File: config.mk
export PLATFORM = sky130hd
export DESIGN_NAME = fwd_hazard_unit_flat
export DESIGN_NICKNAME = d
export VERILOG_FILES = /design/src/rtl/fwd_hazard_pkg.sv /design/src/rtl/fwd_hazard_if.sv /design/src/rtl/fwd_match.sv /design/src/rtl/fwd_hazard_unit.sv /design/src/flat_wrapper.sv
export SDC_FILE = /design/constraint.sdc
export NUM_CORES = 1
export LEC_CHECK = 0
export ABC_AREA = 1
export CORE_ASPECT_RATIO = 0.75
export CORE_MARGIN = 2
export CORE_UTILIZATION = 46
export DETAILED_ROUTE_END_ITERATION = 12
export HOLD_SLACK_MARGIN = 0.05
export PLACE_DENSITY_LB_ADDON = 0.1
export SLEW_MARGIN = 5
export SYNTH_ARGS = -nofsm -noshare
export SYNTH_HDL_FRONTEND = slang
export SYNTH_SLANG_ARGS = --single-unit
File: constraint.sdc
create_clock -name clk -period 3.25 [get_ports clk]
set_input_delay 0.975 -clock clk [delete_from_list [all_inputs] [get_ports clk]]
set_output_delay 0.975 -clock clk [all_outputs]
set_load 0.005 [all_outputs]
File: src/rtl/fwd_hazard_pkg.sv
// fwd_hazard_pkg: shared slot tag, stall FSM state and forward-select encoding for fwd_hazard_unit
package fwd_hazard_pkg;
  localparam int ADDR_MAX_W = 8;
  localparam int FWD_RF = 0;
  typedef struct packed {
    logic valid;
    logic [ADDR_MAX_W-1:0] dst;
    logic wr;
    logic ld;
  } slot_t;
  typedef enum logic {RUN, LDSTALL} state_t;
  function automatic int sel_w(input int depth);
    return $clog2(depth + 1);
  endfunction
endpackage

File: src/rtl/fwd_hazard_if.sv
// fwd_hazard_if: ID-stage request and forward/stall response bundle of fwd_hazard_unit
interface fwd_hazard_if #(
  parameter int NUM_SRC = 2,
  parameter int REG_ADDR_W = 5,
  parameter int FWD_DEPTH = 2
);
  localparam int FWD_SEL_W = fwd_hazard_pkg::sel_w(FWD_DEPTH);
  logic id_valid;
  logic [NUM_SRC*REG_ADDR_W-1:0] id_src;
  logic [NUM_SRC-1:0] id_src_used;
  logic [REG_ADDR_W-1:0] id_dst;
  logic id_reg_write;
  logic id_mem_read;
  logic flush;
  logic stall;
  logic [NUM_SRC*FWD_SEL_W-1:0] fwd_sel;
  logic fwd_active;
  logic [31:0] perf_stall_cnt;
  logic [31:0] perf_fwd_cnt;
  modport master (
    output id_valid, id_src, id_src_used, id_dst, id_reg_write, id_mem_read, flush,
    input stall, fwd_sel, fwd_active, perf_stall_cnt, perf_fwd_cnt
  );
  modport slave (
    input id_valid, id_src, id_src_used, id_dst, id_reg_write, id_mem_read, flush,
    output stall, fwd_sel, fwd_active, perf_stall_cnt, perf_fwd_cnt
  );
endinterface

File: src/rtl/fwd_match.sv
// fwd_match: youngest-first search of tracked slots FIRST..FWD_DEPTH for a writer of one source register
module fwd_match
  import fwd_hazard_pkg::*;
#(
  parameter int FWD_DEPTH = 2,
  parameter int FIRST = 1,
  parameter int SEL_W = sel_w(FWD_DEPTH)
)(
  input logic [FWD_DEPTH:FIRST] wr,
  input logic [FWD_DEPTH:FIRST][ADDR_MAX_W-1:0] dst,
  input logic [ADDR_MAX_W-1:0] src,
  input logic used,
  output logic hit,
  output logic [SEL_W-1:0] idx
);
  always_comb begin
    hit = 1'b0;
    idx = SEL_W'(FWD_RF);
    for (int k = FWD_DEPTH; k >= FIRST; k--)
      if (used && src != '0 && wr[k] && dst[k] == src) begin
        hit = 1'b1;
        idx = SEL_W'(k);
      end
  end
endmodule

File: src/rtl/fwd_hazard_unit.sv
// fwd_hazard_unit: EX operand forwarding select and load-use stall FSM; define HAZ_PERF_EN for saturating perf counters
module fwd_hazard_unit
  import fwd_hazard_pkg::*;
#(
  parameter int NUM_SRC = 2,
  parameter int REG_ADDR_W = 5,
  parameter int FWD_DEPTH = 2,
  parameter int LOAD_LAT = 1
)(
  input logic clk,
  input logic rst_n,
  fwd_hazard_if.slave bus
);
  localparam int FWD_SEL_W = sel_w(FWD_DEPTH);
  localparam int CNT_W = 3;
  slot_t [FWD_DEPTH:0] slot_q, slot_d;
  slot_t new_slot;
  logic [FWD_DEPTH:0] slot_wr;
  logic [FWD_DEPTH:0][ADDR_MAX_W-1:0] slot_dst;
  logic [NUM_SRC*REG_ADDR_W-1:0] ex_src_q, ex_src_d;
  logic [NUM_SRC-1:0] ex_used_q, ex_used_d, fwd_hit, haz_hit;
  logic [NUM_SRC-1:0][FWD_SEL_W-1:0] fwd_idx, haz_idx;
  state_t state_q, state_d;
  logic [CNT_W-1:0] cnt_q, cnt_d, need;
  logic hazard, stall, take, fwd_active;

  for (genvar k = 0; k <= FWD_DEPTH; k++) begin : g_slot
    assign slot_wr[k] = slot_q[k].valid && slot_q[k].wr;
    assign slot_dst[k] = slot_q[k].dst;
  end

  for (genvar i = 0; i < NUM_SRC; i++) begin : g_src
    fwd_match #(.FWD_DEPTH(FWD_DEPTH), .FIRST(1), .SEL_W(FWD_SEL_W)) u_fwd (
      .wr(slot_wr[FWD_DEPTH:1]),
      .dst(slot_dst[FWD_DEPTH:1]),
      .src(ADDR_MAX_W'(ex_src_q[i*REG_ADDR_W +: REG_ADDR_W])),
      .used(ex_used_q[i]),
      .hit(fwd_hit[i]),
      .idx(fwd_idx[i])
    );
    fwd_match #(.FWD_DEPTH(FWD_DEPTH), .FIRST(0), .SEL_W(FWD_SEL_W)) u_haz (
      .wr(slot_wr),
      .dst(slot_dst),
      .src(ADDR_MAX_W'(bus.id_src[i*REG_ADDR_W +: REG_ADDR_W])),
      .used(bus.id_src_used[i]),
      .hit(haz_hit[i]),
      .idx(haz_idx[i])
    );
  end

  always_comb begin
    hazard = 1'b0;
    need = '0;
    for (int i = 0; i < NUM_SRC; i++)
      if (haz_hit[i] && slot_q[haz_idx[i]].ld && haz_idx[i] < FWD_SEL_W'(LOAD_LAT)) begin
        hazard = 1'b1;
        need = CNT_W'(LOAD_LAT) - CNT_W'(haz_idx[i]) > need ? CNT_W'(LOAD_LAT) - CNT_W'(haz_idx[i]) : need;
      end
  end

  assign fwd_active = |fwd_hit;
  assign stall = !bus.flush && (state_q == LDSTALL || (hazard && bus.id_valid));
  assign bus.stall = stall;
  assign bus.fwd_sel = fwd_idx;
  assign bus.fwd_active = fwd_active;

  always_comb begin
    take = !stall && !bus.flush;
    new_slot = take ? {bus.id_valid, ADDR_MAX_W'(bus.id_dst), bus.id_reg_write, bus.id_mem_read} : '0;
    slot_d = {slot_q[FWD_DEPTH-1:0], new_slot};
    ex_src_d = take ? bus.id_src : '0;
    ex_used_d = take ? bus.id_src_used : '0;
    cnt_d = bus.flush ? '0 : state_q == LDSTALL ? cnt_q - CNT_W'(1) : stall ? need - CNT_W'(1) : '0;
    state_d = cnt_d != '0 ? LDSTALL : RUN;
  end

  always_ff @(posedge clk or negedge rst_n)
    if (!rst_n) begin
      slot_q <= '0;
      ex_src_q <= '0;
      ex_used_q <= '0;
      state_q <= RUN;
      cnt_q <= '0;
    end else begin
      slot_q <= slot_d;
      ex_src_q <= ex_src_d;
      ex_used_q <= ex_used_d;
      state_q <= state_d;
      cnt_q <= cnt_d;
    end

`ifdef HAZ_PERF_EN
  logic [31:0] perf_stall_q, perf_stall_d, perf_fwd_q, perf_fwd_d;
  always_comb begin
    perf_stall_d = stall && !(&perf_stall_q) ? perf_stall_q + 32'd1 : perf_stall_q;
    perf_fwd_d = fwd_active && !(&perf_fwd_q) ? perf_fwd_q + 32'd1 : perf_fwd_q;
  end
  always_ff @(posedge clk or negedge rst_n)
    if (!rst_n) begin
      perf_stall_q <= '0;
      perf_fwd_q <= '0;
    end else begin
      perf_stall_q <= perf_stall_d;
      perf_fwd_q <= perf_fwd_d;
    end
  assign bus.perf_stall_cnt = perf_stall_q;
  assign bus.perf_fwd_cnt = perf_fwd_q;
`else
  assign bus.perf_stall_cnt = '0;
  assign bus.perf_fwd_cnt = '0;
`endif
endmodule

File: src/flat_wrapper.sv
// flat-port wrapper written by rule: the top's interface ports become plain ports
module fwd_hazard_unit_flat import fwd_hazard_pkg::*;
#(
  parameter int NUM_SRC = 2,
  parameter int REG_ADDR_W = 5,
  parameter int FWD_DEPTH = 2,
  parameter int LOAD_LAT = 1
)
  (clk, rst_n, bus_id_valid, bus_id_src, bus_id_src_used, bus_id_dst, bus_id_reg_write, bus_id_mem_read, bus_flush, bus_stall, bus_fwd_sel, bus_fwd_active, bus_perf_stall_cnt, bus_perf_fwd_cnt);
  fwd_hazard_if #(.NUM_SRC(NUM_SRC), .REG_ADDR_W(REG_ADDR_W), .FWD_DEPTH(FWD_DEPTH)) bus_i ();
  input logic clk;
  input logic rst_n;
  input wire logic [$bits(bus_i.id_valid)-1:0] bus_id_valid;
  input wire logic [$bits(bus_i.id_src)-1:0] bus_id_src;
  input wire logic [$bits(bus_i.id_src_used)-1:0] bus_id_src_used;
  input wire logic [$bits(bus_i.id_dst)-1:0] bus_id_dst;
  input wire logic [$bits(bus_i.id_reg_write)-1:0] bus_id_reg_write;
  input wire logic [$bits(bus_i.id_mem_read)-1:0] bus_id_mem_read;
  input wire logic [$bits(bus_i.flush)-1:0] bus_flush;
  output wire logic [$bits(bus_i.stall)-1:0] bus_stall;
  output wire logic [$bits(bus_i.fwd_sel)-1:0] bus_fwd_sel;
  output wire logic [$bits(bus_i.fwd_active)-1:0] bus_fwd_active;
  output wire logic [$bits(bus_i.perf_stall_cnt)-1:0] bus_perf_stall_cnt;
  output wire logic [$bits(bus_i.perf_fwd_cnt)-1:0] bus_perf_fwd_cnt;
  assign bus_i.id_valid = bus_id_valid;
  assign bus_i.id_src = bus_id_src;
  assign bus_i.id_src_used = bus_id_src_used;
  assign bus_i.id_dst = bus_id_dst;
  assign bus_i.id_reg_write = bus_id_reg_write;
  assign bus_i.id_mem_read = bus_id_mem_read;
  assign bus_i.flush = bus_flush;
  assign bus_stall = bus_i.stall;
  assign bus_fwd_sel = bus_i.fwd_sel;
  assign bus_fwd_active = bus_i.fwd_active;
  assign bus_perf_stall_cnt = bus_i.perf_stall_cnt;
  assign bus_perf_fwd_cnt = bus_i.perf_fwd_cnt;
  fwd_hazard_unit #(.NUM_SRC(NUM_SRC), .REG_ADDR_W(REG_ADDR_W), .FWD_DEPTH(FWD_DEPTH), .LOAD_LAT(LOAD_LAT)) u_core (.clk(clk), .rst_n(rst_n), .bus(bus_i));
endmodule
==> results of run 1 <==
[where the power goes]
group,internal (W),switching [W],leakage [nW]
Clock,0.000164,0.000154,0.0431
Sequential,0.000554,0.0000826,0.511
Combinational,0.000175,0.000247,1.27
[worst register-to-register path: cells and delay by family (launching register included)]
family	cells	cell delay (ns)
buffers and inverters	5	0.36
DFF	1	0.44
adders and majority gates	2	0.54
AOI/OAI and AO/OA	2	0.28
and+or+nand+nor	12	0.88
[cell families (layout without fill, tap and decap cells)]
group | after synthesis | in the layout | share of synthesized area [%]
compound gates | 28 | 28 | 6.221
xor+xnor | 18 | 18 | 5.850
fa+ha+maj | 5 | 5 | 2.321
buf+inv | 129 | 135 | 27.39
flops | 38 | 38 | 35.28
other cells | 2 | 66 | 0.2787
simple gates | 130 | 130 | 22.65
[synth_stat cells (2+ instances only)]
cell type and instances:
nand2_1 55, xnor2_1 4, ha_1 5, o41ai_1 2, inv_1 57, buf_4 64
conb_1 2, nor3_1 3, xor2_1 14, a2111oi_0 2, nor2_2 7, nor2_4 5
o22ai_1 2, nor4_1 2, o21ai_0 7, nand4_1 4, nand3_2 2, or2_2 2
nand2_2 2, inv_2 6, nand3_1 15, nor2_1 32, a21oi_1 11, dfrtp_1 38
[final timing paths]
kind	from	end	slack, ns	cells past startpoint
worst max-delay path	bus_id_src[8]	bus_stall	0.1	12
worst min-delay path	u_core.slot_d[21]$_DFF_PN0_	u_core.slot_d[32]$_DFF_PN0_	0.38	0
worst max register to register	u_core.slot_d[28]$_DFF_PN0_	u_core.state_q$_DFF_PN0_	0.61	21
worst min register to register	u_core.slot_d[21]$_DFF_PN0_	u_core.slot_d[32]$_DFF_PN0_	0.38	0
max in group asynchronous	rst_n	u_core.slot_d[27]$_DFF_PN0_	1.91	1
min in group asynchronous	rst_n	u_core.slot_d[26]$_DFF_PN0_	0.80	1
[sequential cells by signal (all words and copies together) (netlist names)]
name and flops:
u_core.slot_dst 5, u_core.slot_d 15, u_core.ex_src_q 10, u_core.state_q 1, u_core.slot_q 2, u_core.ex_used_q 2, u_core.cnt_q 3
[cell type report]
| type | instances | share of cell area [%] |
|---|---|---|
| multi-input cells | 247 | 40.40 |
| flip-flops and latches | 38 | 29.90 |
| repair buffers | 64 | 16.17 |
| inverters | 64 | 7.632 |
| well taps | 78 | 3.068 |
| clock buffers | 6 | 2.596 |
| repair inverters | 1 | 0.2360 |
[per-layer routing]
layer	routed length, um	global-route usage [%]	up-vias	part of all wire (%)
met1	2682	25.62	950	49
met5	0	0	-	0
met4	37	3.648	0	0.67
met3	327	3.452	5	5.9
met2	2463	27.33	81	45
li1	-	-	1075	-
[through the flow]
step                TNS (ns)   power, W  worst slack, ns  cells  instance area (um^2)
finish                     0   0.001375          0.09711    498                  3181
global route        -0.05403   0.001480         -0.02804    498                  3181
CTS                        0   0.001377          0.04707    498                  3162
detailed placement    -2.421   0.001045          -0.7361    472                  2940
global placement      -2.515   0.001041          -0.7377    472                  2940
floorplan                  0  0.0009681           0.3019    414                  2935
[what timing repair did]
item | CTS | global route
pin swaps | 6 | 2
cloned | 1 | 0
endpoints found under the setup margin | 4 | 10
resized for setup | 32 | 13
setup buffers | 19 | 0
==> results.txt, run 1 <==
The flow ran to the end, and the final reports show no timing, DRC or antenna violations. The total area of multi-input combinational cells came out at 1285 um^2. The clock-pin slew reported for the worst setup and hold paths after clock tree synthesis is 0.06 ns. The smallest hold slack came out at roughly 0.38 ns. The deepest clock path buffer count came out at 2. The number of global-route vias before repair came out at about 1900.

The die covers about 6500 um^2. The layout-stage area growth over the synthesis result is 18.01%. The effective utilization at floorplan is 46.99%. Sorting the synthesized cells by area gives the leading types as dfrtp_1 35%, buf_4 18%, inv_1 7.9%. The gate count after technology mapping is 350. The number of nets in the layout came out at around 450. The share of async-settable or async-resettable flops after synthesis came out at 100.0%. The initial antenna violation count came to 0. The post-synthesis area per instance came out at 7.700 um^2. The global-route congestion overflow total is 0. The critical path data required time came out at 2.27 ns. Grouping stages by cell kind, the critical path spends the most delay in simple AND/OR/NAND/NOR gates. After the first detailed-routing iteration, the DRC count stood at 108.

The dominant register cell in the synthesized netlist is dfrtp_1. The share of the synthesized area in the top cell type came out at 35.28%. The worst-case headroom to the max-slew limit is a little over two fifths. The flip-flop and latch count after synthesis is 38.

On the worst path, the slowest cell contributes a delay of 0.15 ns. The diode insertion count for antenna repair came out at 0. The share of the clock period used by the worst path after layout is 97.01%. The tree is rooted in a clkbuf_8. 93 I/O pins were placed.

The static leakage power came out at 1.823 nW. The pin count of the biggest net entering global routing is 39. The utilization of the core after routing is 55.45%. The kind of end point of the critical path is a primary output. The routability-driven placement congestion ratio is 0.8560. The commonest non-fill, non-tap cell in the layout is conb_1. The floorplan step set the die height to 70.29 um.

The min-delay analysis places its worst path in the category flop to flop. The worst clock skew came out at 0.007288 ns. The library cell occupying the most area in the post-synthesis netlist is dfrtp_1. The layout cell share with drive strength beyond 1 came out at 19.76%.

The total global-route track usage is 17.61%. The sequential fraction of the synthesis area is a little over a third. The yosys synthesis warning count is 0. The slowest stage cell on the critical path is clkbuf_4. The post-synthesis cell area is 2695 um^2.

Static timing analysis puts the maximum clock frequency at 317.2 MHz. The clock net sink count is 38. The final setup violation count came out at 0. The first global-routing pass estimated 9011 um of wire. The number of hold buffers added after CTS was 0. The power per unit of standard cell area came out at between 400 and 500 nW/um^2.

At the later pin of the worst-skew pair, clock insertion delay measures slightly below 0.3 ns. The number of search-and-repair iterations in the first detailed-routing pass came out at 4. The number of clock buffers added by TritonCTS is 5. During placement, the flow inserted port buffers numbering 28. The clock period could shrink to 3.153 ns. IR analysis of the VDD net gives a maximum drop of 0.2644 mV. The critical path buffer and inverter count came out at 3. The antenna violation net count after detailed routing came out at 0.

The critical path goes through clkbuf_4, inv_2, a21oi_1, nand2_1, nor2_1, nand3_1, nand2_2, nand3_2, nand2_2, nand2_2, a21oi_2, buf_2. The core footprint is ~5700 um^2. The CTS H-tree depth is 2. Setup repair after global routing could not meet its margin everywhere.

After detailed routing, the total wire length is 5511 um. Registers take 950.9 um^2. After filler insertion, the fill cell instance count of the layout stands at 585.

The sum of net half-perimeters after detailed placement is 4098 um. The maximum fanout encountered on the critical timing path came out at 5. The number of remaining DRC errors is 0. The average wire per standard cell is 11.07 um. The die width is 92.39 um. The pin slew with the least headroom to its limit is 0.8591 ns. The distinct cell type count of the synthesized netlist came out at 31.

The number of enable-type register cells in the synthesized netlist came out at 0. The number of pins exceeding their max-slew limit in the final report came out at 0. Among the stages of the critical path, the cell type that occurs most often is nand2_2. The placement row count came out at 24.

By startpoint and endpoint, the worst setup path is classified as input pin to primary output. The worst setup path is launched from an input pin. STA puts the critical path data arrival time at 2.18 ns. The CTS tree is done.

The mean number of vias per cell came out at 4.239. The number of max-cap violations came out at 0. The number of endpoints with negative hold slack in the final report was 0. In the layout the commonest cells are 66 x conb_1, 56 x inv_1, 54 x nand2_1, 38 x dfrtp_1, 36 x buf_4.

The detailed router placed roughly 2100 vias in this run.
(Power assumes the default switching activity.)
==> run 2, diff against run 1 <==
--- a/config.mk
+++ b/config.mk
@@ -8,7 +8,7 @@
 export ABC_AREA = 1
 export CORE_ASPECT_RATIO = 0.75
 export CORE_MARGIN = 2
-export CORE_UTILIZATION = 46
+export CORE_UTILIZATION = 35
 export DETAILED_ROUTE_END_ITERATION = 12
 export HOLD_SLACK_MARGIN = 0.05
 export PLACE_DENSITY_LB_ADDON = 0.1
==> results.txt, run 2 (synthesis results as in run 1) <==
The data arrival time at the worst-slack endpoint came to 2.18 ns (about the same). The worst slack at placement is -0.7666 ns (-0.03053 ns). In this run the most critical hold path is launched from u_core.slot_d[23]$_DFF_PN0_.

The total clock buffers created by CTS came out at 5 (unchanged). The worst-case setup margin in the final layout was 0.09110 ns (-0.006012 ns). The relative contribution of sequential cells to total power is 45.5% (-0.8 points).

STA classifies the critical path endpoint as a primary output. The number of max-cap violations came out at 0 (unchanged). The core footprint is 7398 um^2 (+29%). The deepest clock path buffer count is 2 (unchanged). The number of pins exceeding their max-slew limit in the final report was 0 (unchanged). The utilization of the core after routing is 42.72% (-13 points).

The library cell used most frequently in the layout, excluding fill and tap cells, is conb_1. The die height is 80.00 um (+14%). The number of search-and-repair iterations in the first detailed-routing pass came to 4 (unchanged).

The maximum vdd drop is 0.2143 mV (-19%). The diode insertion count for antenna repair is 0 (unchanged). The type of the worst min-delay path is flop to flop.

The area enclosed by the die boundary was 8425 um^2 (+30%). The final setup violation count came out at 0 (unchanged). The placement row count came out at 27 (+13%). The sum of net half-perimeters after detailed placement is 4537 um (+11%).

The biggest cell delay along the critical path is 0.21 ns (+0.06 ns). The root buffer cell chosen for the clock tree is clkbuf_8. The clock latency at the later pin of the worst-skew pair is 0.29 ns (about the same).

The worst register-to-register path begins at u_core.slot_d[28]$_DFF_PN0_. The I/O pin count is 93 (unchanged). The number of nets in the layout is 436 (-2.9%). The antenna violation net count after detailed routing came to 0 (unchanged). The clock-pin slew reported for the worst setup and hold paths after clock tree synthesis is 0.07 ns (about the same). The shortest period the worst path allows was 3.159 ns (+0.006012 ns).

The clock net sink count came out at 38 (unchanged). The most numerous cell type found on the critical path is nand2_2. The maximum operating frequency came out at 316.6 MHz (-0.19%). The global-route congestion overflow total is 0 (unchanged). The average wire per standard cell came out at 11.26 um (+1.7%). The global-route wire length before repair came out at 8990 um (-0.23%). The number of endpoints with negative hold slack in the final report came to 0 (unchanged). The power per unit of standard cell area is 443.2 nW/um^2 (+2.5%). The CTS H-tree depth is 2 (unchanged). The total global-route track usage is 13.93% (-3.7 points). The maximum fanout encountered on the critical timing path is 3 (-2). The library cells used most frequently in the layout, excluding fill and tap cells, are 66 x conb_1, 56 x inv_1, 54 x nand2_1, 37 x dfrtp_1, 31 x nor2_1. The cell-internal power is 0.0008962 W (+0.46%). In this design, the largest share of critical-path delay is due to simple AND/OR/NAND/NOR gates. The post-placement cell count came to 495 (+4.9%).

The aggregate routed wire length came out at 5741 um (+4.2%). The critical path data required time is 2.27 ns (about the same). The post-layout instance count excluding filler cells was 510 (+2.4%). TritonCTS built the clock tree. The final total negative setup slack is 0 ns (unchanged).

The fraction of power consumed by the clock network came out at 24.1% (+1.0 points). The mean number of vias per cell came to 4.000 (-5.6%). STA classifies the critical path startpoint as an input pin. The flow ran to the end, and the final reports show no timing, DRC or antenna violations. The slowest stage cell on the critical path is clkdlybuf4s15_1. The layout-stage area growth over the synthesis result came out at 17.27%. The number of flip-flops under the largest register name came out at 15 (unchanged). The switching portion of total power is 36.03% (+0.89 points).

The number of design-rule violations left by the first detailed-router iteration came out at 98 (-9.3%). The number of remaining DRC errors came out at 0 (unchanged). The routability-driven placement congestion ratio is 0.7952 (-7.1%). The category of the most critical setup path is input pin to primary output.

The number of port buffers was 28 (unchanged). The worst clock skew came out at 0.007234 ns (-0.00005384 ns). The effective utilization at floorplan is 36.43% (-11 points). The number of global-route vias before repair was 1779 (-7.0%). The signal on the critical path passes through clkdlybuf4s15_1, xor2_1, nor3_2, nand4_1, nand2_2, nand2_2, a21oi_2, buf_2. The pin slew with the least headroom to its limit is 0.8794 ns (+0.02027 ns). The portion of total power attributed to combinational logic came out at 30.4% (-0.3 points). The total number of vias came out at 2040 (-3.4%). The die width is 105.3 um (+14%). The smallest hold slack is 0.3764 ns (+0.0006830 ns). The worst-case headroom to the max-slew limit is 41.37% (-1.4 points). The pin count of the biggest net entering global routing was 39 (unchanged). The source of the critical timing path is bus_id_src[0]. The share of the clock period used by the worst path after layout is 97.20% (+0.18 points).

The layout cell share with drive strength beyond 1 was 18.58% (-1.2 points). The initial antenna violation count is 0 (unchanged). The critical path buffer and inverter count is 2 (-1). The static leakage power is 1.770 nW (-2.9%). The switching component of the power is 0.0005047 W (+4.4%).
-- run 2: cell types whose count changed in the layout (fill, tap and decap cells not counted), sizes merged --
cell,delta
buf,-14
clkbuf,+3
clkinv,+1
clkinvlp,-1
-- run 2: path summary, 6_finish.rpt --
check,end,slack (ns),depth (start not counted)
worst max-delay path,bus_stall,0.09,8
worst min-delay path,u_core.slot_q[23]$_DFF_PN0_,0.38,0
worst max register to register,u_core.state_q$_DFF_PN0_,0.58,21
worst min register to register,u_core.slot_q[23]$_DFF_PN0_,0.38,0
max in group asynchronous,u_core.slot_d[27]$_DFF_PN0_,1.85,1
min in group asynchronous,u_core.cnt_q[1]$_DFF_PN0_,0.80,1
-- run 2: area by class of cell --
class,count,area (um^2)
multi-input combinational,247,1314
tap,101,126.4
fill,802,4238
sequential,38,952.2
clock buffer,7,86.33
clock inverter,1,5.005
timing repair buffer,52,426.7
inverter,64,250.2
-- run 2: power by group through the flow --
stage          sequential [W]  combinational (W)  clock, W
2_1_floorplan        0.000618           0.000350         0
3_3_place_gp         0.000646           0.000408         0
3_5_place_dp         0.000646           0.000408         0
4_1_cts              0.000636           0.000407  0.000347
5_1_grt              0.000652           0.000485  0.000369
6_report             0.000638           0.000426  0.000337
-- run 2: per-stage QoR --
stage	area (um^2)	power (W)
final	3161	0.001401
after floorplan	2935	0.0009681
after global placement	2969	0.001053
after CTS	3088	0.001390
after global routing	3161	0.001506
after detailed placement	2969	0.001054
-- run 2: what timing repair did --
item | 4_1_cts | 5_1_grt
resized for setup | 30 | 24
setup endpoints to repair | 5 | 9
hold buffers | 0 | 0
pin swaps | 6 | 10
buffers inserted | 3 | 4
-- run 2: layer usage --
metal	track usage [%]	routed length [um]
met2	19.68	2420
met4	3.600	35
met3	3.265	367
met5	0	0
met1	20.94	2917
-- run 2: worst register-to-register path: stages (launching register included) --
cell,delay [ns]
dfrtp_1,0.42
inv_1,0.16
nand2_1,0.07
nand2_1,0.06
nand2_1,0.07
nor2_1,0.09
nand3_1,0.09
nand2_2,0.10
inv_1,0.04
nand4_1,0.10
inv_1,0.08
ha_4,0.27
inv_1,0.04
nor2_2,0.09
a2bb2oi_2,0.16
inv_1,0.05
o21ai_1,0.13
ha_1,0.24
nand3_1,0.09
nand2_1,0.06
nand2_1,0.08
nand3_1,0.07
==> run 3, diff against run 2 <==
--- a/config.mk
+++ b/config.mk
@@ -8,9 +8,10 @@
 export ABC_AREA = 1
 export CORE_ASPECT_RATIO = 0.75
 export CORE_MARGIN = 2
-export CORE_UTILIZATION = 35
+export CORE_UTILIZATION = 40
 export DETAILED_ROUTE_END_ITERATION = 12
 export HOLD_SLACK_MARGIN = 0.05
+export MAX_ROUTING_LAYER = met4
 export PLACE_DENSITY_LB_ADDON = 0.1
 export SLEW_MARGIN = 5
 export SYNTH_ARGS = -nofsm -noshare
==> results.txt, run 3 (synthesis results as in run 1) <==
The worst slack at placement came out at -0.7302 ns (+0.03639 ns). The total of hold buffers inserted after clock tree synthesis is 0 (unchanged). The die height came out at 75.09 um (-6.1%). The clock net sink count came out at 38 (unchanged). The effective utilization at floorplan came out at 42.03% (+5.6 points). The initial antenna violation count came to 0 (unchanged). STA classifies the critical path endpoint as a primary output. The total number of vias is 2084 (+2.2%). The placement row count was 25 (-7.4%). The layout cell share with drive strength beyond 1 is 20.15% (+1.6 points). The number of search-and-repair iterations in the first detailed-routing pass is 4 (unchanged). The number of pins exceeding their max-slew limit in the final report is 0 (unchanged).

The mean number of vias per cell came to 4.227 (+5.7%). The power per unit of standard cell area is 438.5 nW/um^2 (-1.1%). The data arrival time at the worst-slack endpoint came out at 2.16 ns (-0.02 ns). The deepest clock path buffer count is 2 (unchanged). The I/O pin count is 93 (unchanged).

In the layout the commonest cells are 66 x conb_1, 54 x nand2_1, 54 x inv_1, 37 x dfrtp_1, 31 x nor2_1. The global-route congestion overflow total came to 0 (unchanged). The aggregate routed wire length is 5420 um (-5.6%). The worst-case headroom to the max-slew limit came out at 43.69% (+2.3 points).

The final setup violation count is 0 (unchanged). The critical path data required time came to 2.27 ns (about the same). The maximum operating frequency came out at 319.2 MHz (+0.83%). The layout-stage area growth over the synthesis result is 17.18% (about the same). The worst clock skew came to 0.005210 ns (-0.002024 ns). The die width is 98.78 um (-6.2%). The routability-driven placement congestion ratio came to 0.9097 (+14%). By startpoint and endpoint, the worst setup path is classified as flop to primary output. The maximum fanout encountered on the critical timing path is 5 (+2). The total clock buffers created by CTS came to 5 (unchanged). The diode insertion count for antenna repair came out at 0 (unchanged). Leaving out fill and tap cells, the most frequent cell in the layout is conb_1.

The pin count of the biggest net entering global routing came to 39 (unchanged). The number of nets in the layout is 439 (+0.69%). The share of the clock period used by the worst path after layout came out at 96.40% (-0.80 points). The min-delay analysis places its worst path in the category flop to flop.

The number of global-route vias before repair came out at 1794 (+0.84%). The number of flip-flops under the largest register name came out at 15 (unchanged). The number of remaining DRC errors came out at 0 (unchanged). The number of endpoints with negative hold slack in the final report came out at 0 (unchanged). The area enclosed by the die boundary came out at 7417 um^2 (-12%). The maximum vdd drop came out at 0.2001 mV (-6.7%). The antenna violation net count after detailed routing came to 0 (unchanged).

The clock-pin slew reported for the worst setup and hold paths after clock tree synthesis is 0.07 ns (about the same). The core footprint came out at 6412 um^2 (-13%). The static leakage power came out at 1.788 nW (+1.1%).

The register-to-register path setup slack came out at 0.52 ns (-0.06 ns). The shortest period the worst path allows came out at 3.133 ns (-0.02600 ns). TritonCTS built the clock tree. The sum of net half-perimeters after detailed placement is 4237 um (-6.6%).

The worst-case setup margin in the final layout came to 0.1171 ns (+0.02600 ns). The global-route wire length before repair is 8473 um (-5.8%). The pin slew with the least headroom to its limit is 0.8446 ns (-0.03479 ns). The number of design-rule violations left by the first detailed-router iteration came out at 109 (+11%). The average wire per standard cell came out at 10.99 um (-2.3%). STA classifies the critical path startpoint as a flop. The buffer cell driving the clock tree root is clkbuf_8. The flow ran to the end, and the final reports show no timing, DRC or antenna violations. The total global-route track usage came out at 15.01% (+1.1 points). The utilization of the core after routing was 49.25% (+6.5 points). The clock latency at the later pin of the worst-skew pair was 0.28 ns (about the same). The CTS H-tree depth was 2 (unchanged).

The number of max-cap violations is 0 (unchanged). The number of port buffers came out at 28 (unchanged).
==> run 3: path summary, 6_finish.rpt <==
check                      cells after the start                        start                          end
min reg2reg                                    0  u_core.slot_d[21]$_DFF_PN0_  u_core.slot_d[32]$_DFF_PN0_
max in group asynchronous                      1                        rst_n  u_core.slot_d[27]$_DFF_PN0_
max                                            6  u_core.slot_d[24]$_DFF_PN0_               bus_fwd_active
min                                            0  u_core.slot_d[21]$_DFF_PN0_  u_core.slot_d[32]$_DFF_PN0_
max reg2reg                                   21  u_core.slot_d[28]$_DFF_PN0_     u_core.state_q$_DFF_PN0_
min in group asynchronous                      1                        rst_n  u_core.slot_d[23]$_DFF_PN0_
==> run 3: repair_timing <==
action | in CTS | in global routing
pin swaps | 5 | 9
hold endpoints to repair | 0 | 0
setup endpoints to repair | 4 | 6
buffers inserted | 4 | 4
gates resized for setup | 24 | 25
==> run 3: worst max-delay path: stages, from the launching register on <==
cell             delay (ns)
dfrtp_1                0.46
xnor2_1                0.27
nand3_1                0.16
nor4_4                 0.33
inv_1                  0.07
nand4_1                0.09
clkdlybuf4s50_1        0.50
==> run 3: where the power goes <==
part	total, W	leakage [nW]	switching, W	internal [W]
Clock	0.000327	0.0482	0.000156	0.000171
Combinational	0.000417	1.23	0.000250	0.000168
Sequential	0.000640	0.510	0.0000865	0.000554
Total	0.00138	1.79	0.000492	0.000892
==> run 3: per-layer routing <==
layer	vias to the layer above	GRT usage (%)	share of wire, %
met3	8	2.878	5.9
met5	-	-	0
met2	75	21.02	43
met4	0	4.871	1.4
met1	938	21.76	50
li1	1063	-	-
==> run 3: metrics by stage <==
| stage | std cells | TNS [ns] | cell area (um^2) | hold WS [ns] | total power [W] |
|---|---|---|---|---|---|
| after floorplan | 414 | 0 | 2935 | 0.3535 | 0.0009681 |
| after global placement | 477 | -2.811 | 2959 | 0.3581 | 0.001047 |
| after detailed placement | 477 | -2.751 | 2959 | 0.3583 | 0.001046 |
| after CTS | 489 | 0 | 3085 | 0.3742 | 0.001374 |
| after global routing | 493 | -0.1653 | 3158 | 0.3775 | 0.001481 |
| final | 493 | 0 | 3158 | 0.3726 | 0.001385 |
==> run 3: layout make-up <==
class | count | area [um^2]
sequential | 38 | 952.2
fill | 651 | 3254
clock inverter | 1 | 5.005
clock buffer | 7 | 86.33
multi-input combinational | 247 | 1319
timing repair buffer | 55 | 446.7
tap | 81 | 101.3
inverter | 64 | 247.7
==> patch, RTL diff (settings of run 2) <==
The option `HAZ_PERF_EN` is turned on by a define.
--- a/src/rtl/fwd_hazard_unit.sv
+++ b/src/rtl/fwd_hazard_unit.sv
@@ -1,2 +1,4 @@
 // fwd_hazard_unit: EX operand forwarding select and load-use stall FSM; define HAZ_PERF_EN for saturating perf counters
+`define HAZ_PERF_EN
+
 module fwd_hazard_unit
Check against the original RTL: not equivalent (Yosys sat finds a counterexample within 4 cycles, from zero or initial values and one cycle with rst_n low).
==> patch against run 2 <==
Maximum frequency fell by 0.58%; setup slack got worse by 0.019 ns; synthesized cell count rose by 130%; critical path type is now input port to flop; area after synthesis rose by 130%; via count rose to 2.8 times the old value; design area rose to 2.6 times the old value; sequential cell count rose by 64; sequential share of layout area rose by 1.2 points; count of clock-buffer cells in the layout rose by 6; total power rose to 2.6 times the old value; largest cell class unchanged; wire length rose to 3.0 times the old value; critical endpoint is now u_core.ex_src_q[0]$_DFF_PN0_.
==> patch: results (changes against run 2) <==
| Metric | Value |
|---|---|
| Fill cells | `1725 (was 802)` |
| First-pass GRT wire length | `28.9 mm (was 8.99 mm)` |
| Least-Margin Pin Slew | `0.600 ns (was 0.879 ns)` |
| Violation count after the first detailed-route iteration | `374 (was 98)` |
| Slowest stage cell, crit path | `nor2_1 (was clkdlybuf4s15_1)` |
| Largest cells by area after synthesis | `dfrtp_1 42%, nand2_1 15%, xor2_1 6.9%, nor2_1 6.2%, inv_1 5.7% (was dfrtp_1 35%, buf_4 18%, inv_1 7.9%, nand2_1 7.7%, xor2_1 4.5%)` |
| GPL Wtd Cong | `0.883 (was 0.795)` |
| Final net count | `1006 (was 436)` |
| Met2 layer usage reported by global route | `27.8% (was 19.7%)` |
| Peak supply drop | `0.346 mV (was 0.214 mV)` |
| Pin count of the biggest net entering global routing | `46 (was 39)` |
| Total track usage | `19.7% (was 13.9%)` |
| Share of the yosys chip area belonging to registers | `42.0% (was 35.3%)` |
| Routed len/inst | `14.5 um (was 11.3 um)` |
| Worst skew pair latency | `0.36 ns (was 0.29 ns)` |
| Top cells by count, synth | `244 x nand2_1, 102 x dfrtp_1, 101 x nor2_1 (was 64 x buf_4, 57 x inv_1, 55 x nand2_1)` |
| H-tree Lvls | `3 (was 2)` |
| Root Buffer | `clkbuf_16 (was clkbuf_8)` |
| Static Leak | `0.00380 uW (was 0.00177 uW)` |
| Critical Path AT | `3.45 ns (was 2.18 ns)` |
| Met3 usage | `3.94% (was 3.27%)` |
| CP max stage delay | `0.14 ns (was 0.21 ns)` |
| CTS Buf Count | `9 (was 5)` |
| Status | `complete, no violations (unchanged)` |
| Hpwl dp | `12.8 mm (was 4.54 mm)` |
| Post-Place Cells | `1135 (was 495)` |
| Post-synthesis cell type count | `34 (was 31)` |
| Setup Skew | `0.00937 ns (was 0.00723 ns)` |
| Layout cells sized above 1 | `16.8% (was 18.6%)` |
| # port buffers | `92 (was 28)` |
| Syn_area_per_cell | `7.51 um2 (was 7.70 um2)` |
| Via count | `5649 (was 2040)` |
| Vias in the first global route | `5442 (was 1779)` |
| Total internal power | `2470 uW (was 896 uW)` |
| M1 GR Usage | `30.7% (was 20.9%)` |
[patch: changes by cell type after synthesis, sizes merged, moves of 34 or more]
cell,before,now
nor2,44,102
nand2,58,255
xor2,14,48
dfrtp,38,102
buf,65,9
inv,64,107
[patch: cell families after synthesis]
kind of cell | count (synthesis) | synth area share, %
compound gates | 48 | 5.04
xor+xnor | 74 | 10.7
fa+ha+maj | 7 | 1.44
buf+inv | 118 | 8.01
flops | 102 | 42.0
other cells | 1 | 0.0617
simple gates | 459 | 32.8
[patch: layer usage]
layer / vias up / wire (um)
met3: 17 / 883
met5: - / 0
met1: 2604 / 9180
li1: 2891 / -
met4: 0 / 234
met2: 137 / 7070
[patch: what timing repair did]
item,4_1_cts,5_1_grt
endpoints found under the hold margin,0,0
endpoints found under the setup margin,5,7
pin swaps,8,26
setup buffers,38,7
gates resized for setup,39,50
[patch: power groups by stage]
stage | combinational (uW) | clock [uW] | sequential [uW]
global placement | 942 | 0 | 1630
finish | 1020 | 1050 | 1610
global route | 1140 | 1130 | 1640
detailed placement | 945 | 0 | 1630
CTS | 976 | 1090 | 1610
floorplan | 571 | 0 | 1580
[patch: cell type report]
cell class	count	share of cell area, %
well taps	215	3.30
inverters	107	5.11
multi-input cells	590	38.2
flip-flops and latches	102	31.3
clock inverters	3	0.230
repair buffers	166	18.7
clock buffers	13	3.19
[patch: worst paths after layout]
path	startpoint	endpoint	slack, ns	cells past startpoint
worst max-delay path	bus_id_src[0]	u_core.ex_src_q[0]$_DFF_PN0_	0.07	21
worst min-delay path	u_core.slot_d[32]$_DFF_PN0_	u_core.slot_q[32]$_DFF_PN0_	0.37	0
worst max register to register	u_core.slot_d[28]$_DFF_PN0_	u_core.state_q$_DFF_PN0_	0.56	24
worst min register to register	u_core.slot_d[32]$_DFF_PN0_	u_core.slot_q[32]$_DFF_PN0_	0.37	0
max in group asynchronous	rst_n	u_core.bus.perf_stall_cnt[29]$_DFFE_PN0P_	1.92	2
min in group asynchronous	rst_n	u_core.ex_src_q[7]$_DFF_PN0_	0.63	1
[patch: stage by stage]
stage	worst slack [ns]	util, %	setup TNS (ns)	power, uW
after floorplan	0.368	-	0	2150
after global placement	-0.783	44.0	-2.97	2580
after detailed placement	-0.804	44.0	-2.93	2570
after CTS	0.00313	47.2	0	3670
after global routing	-0.00253	48.2	-0.00253	3900
final	0.0725	48.2	0	3680
[patch: worst max-delay path, delay by kind of cell]
kind | cells | cell delay (ns)
buf+inv | 20 | 2.36
simple gates | 1 | 0.14
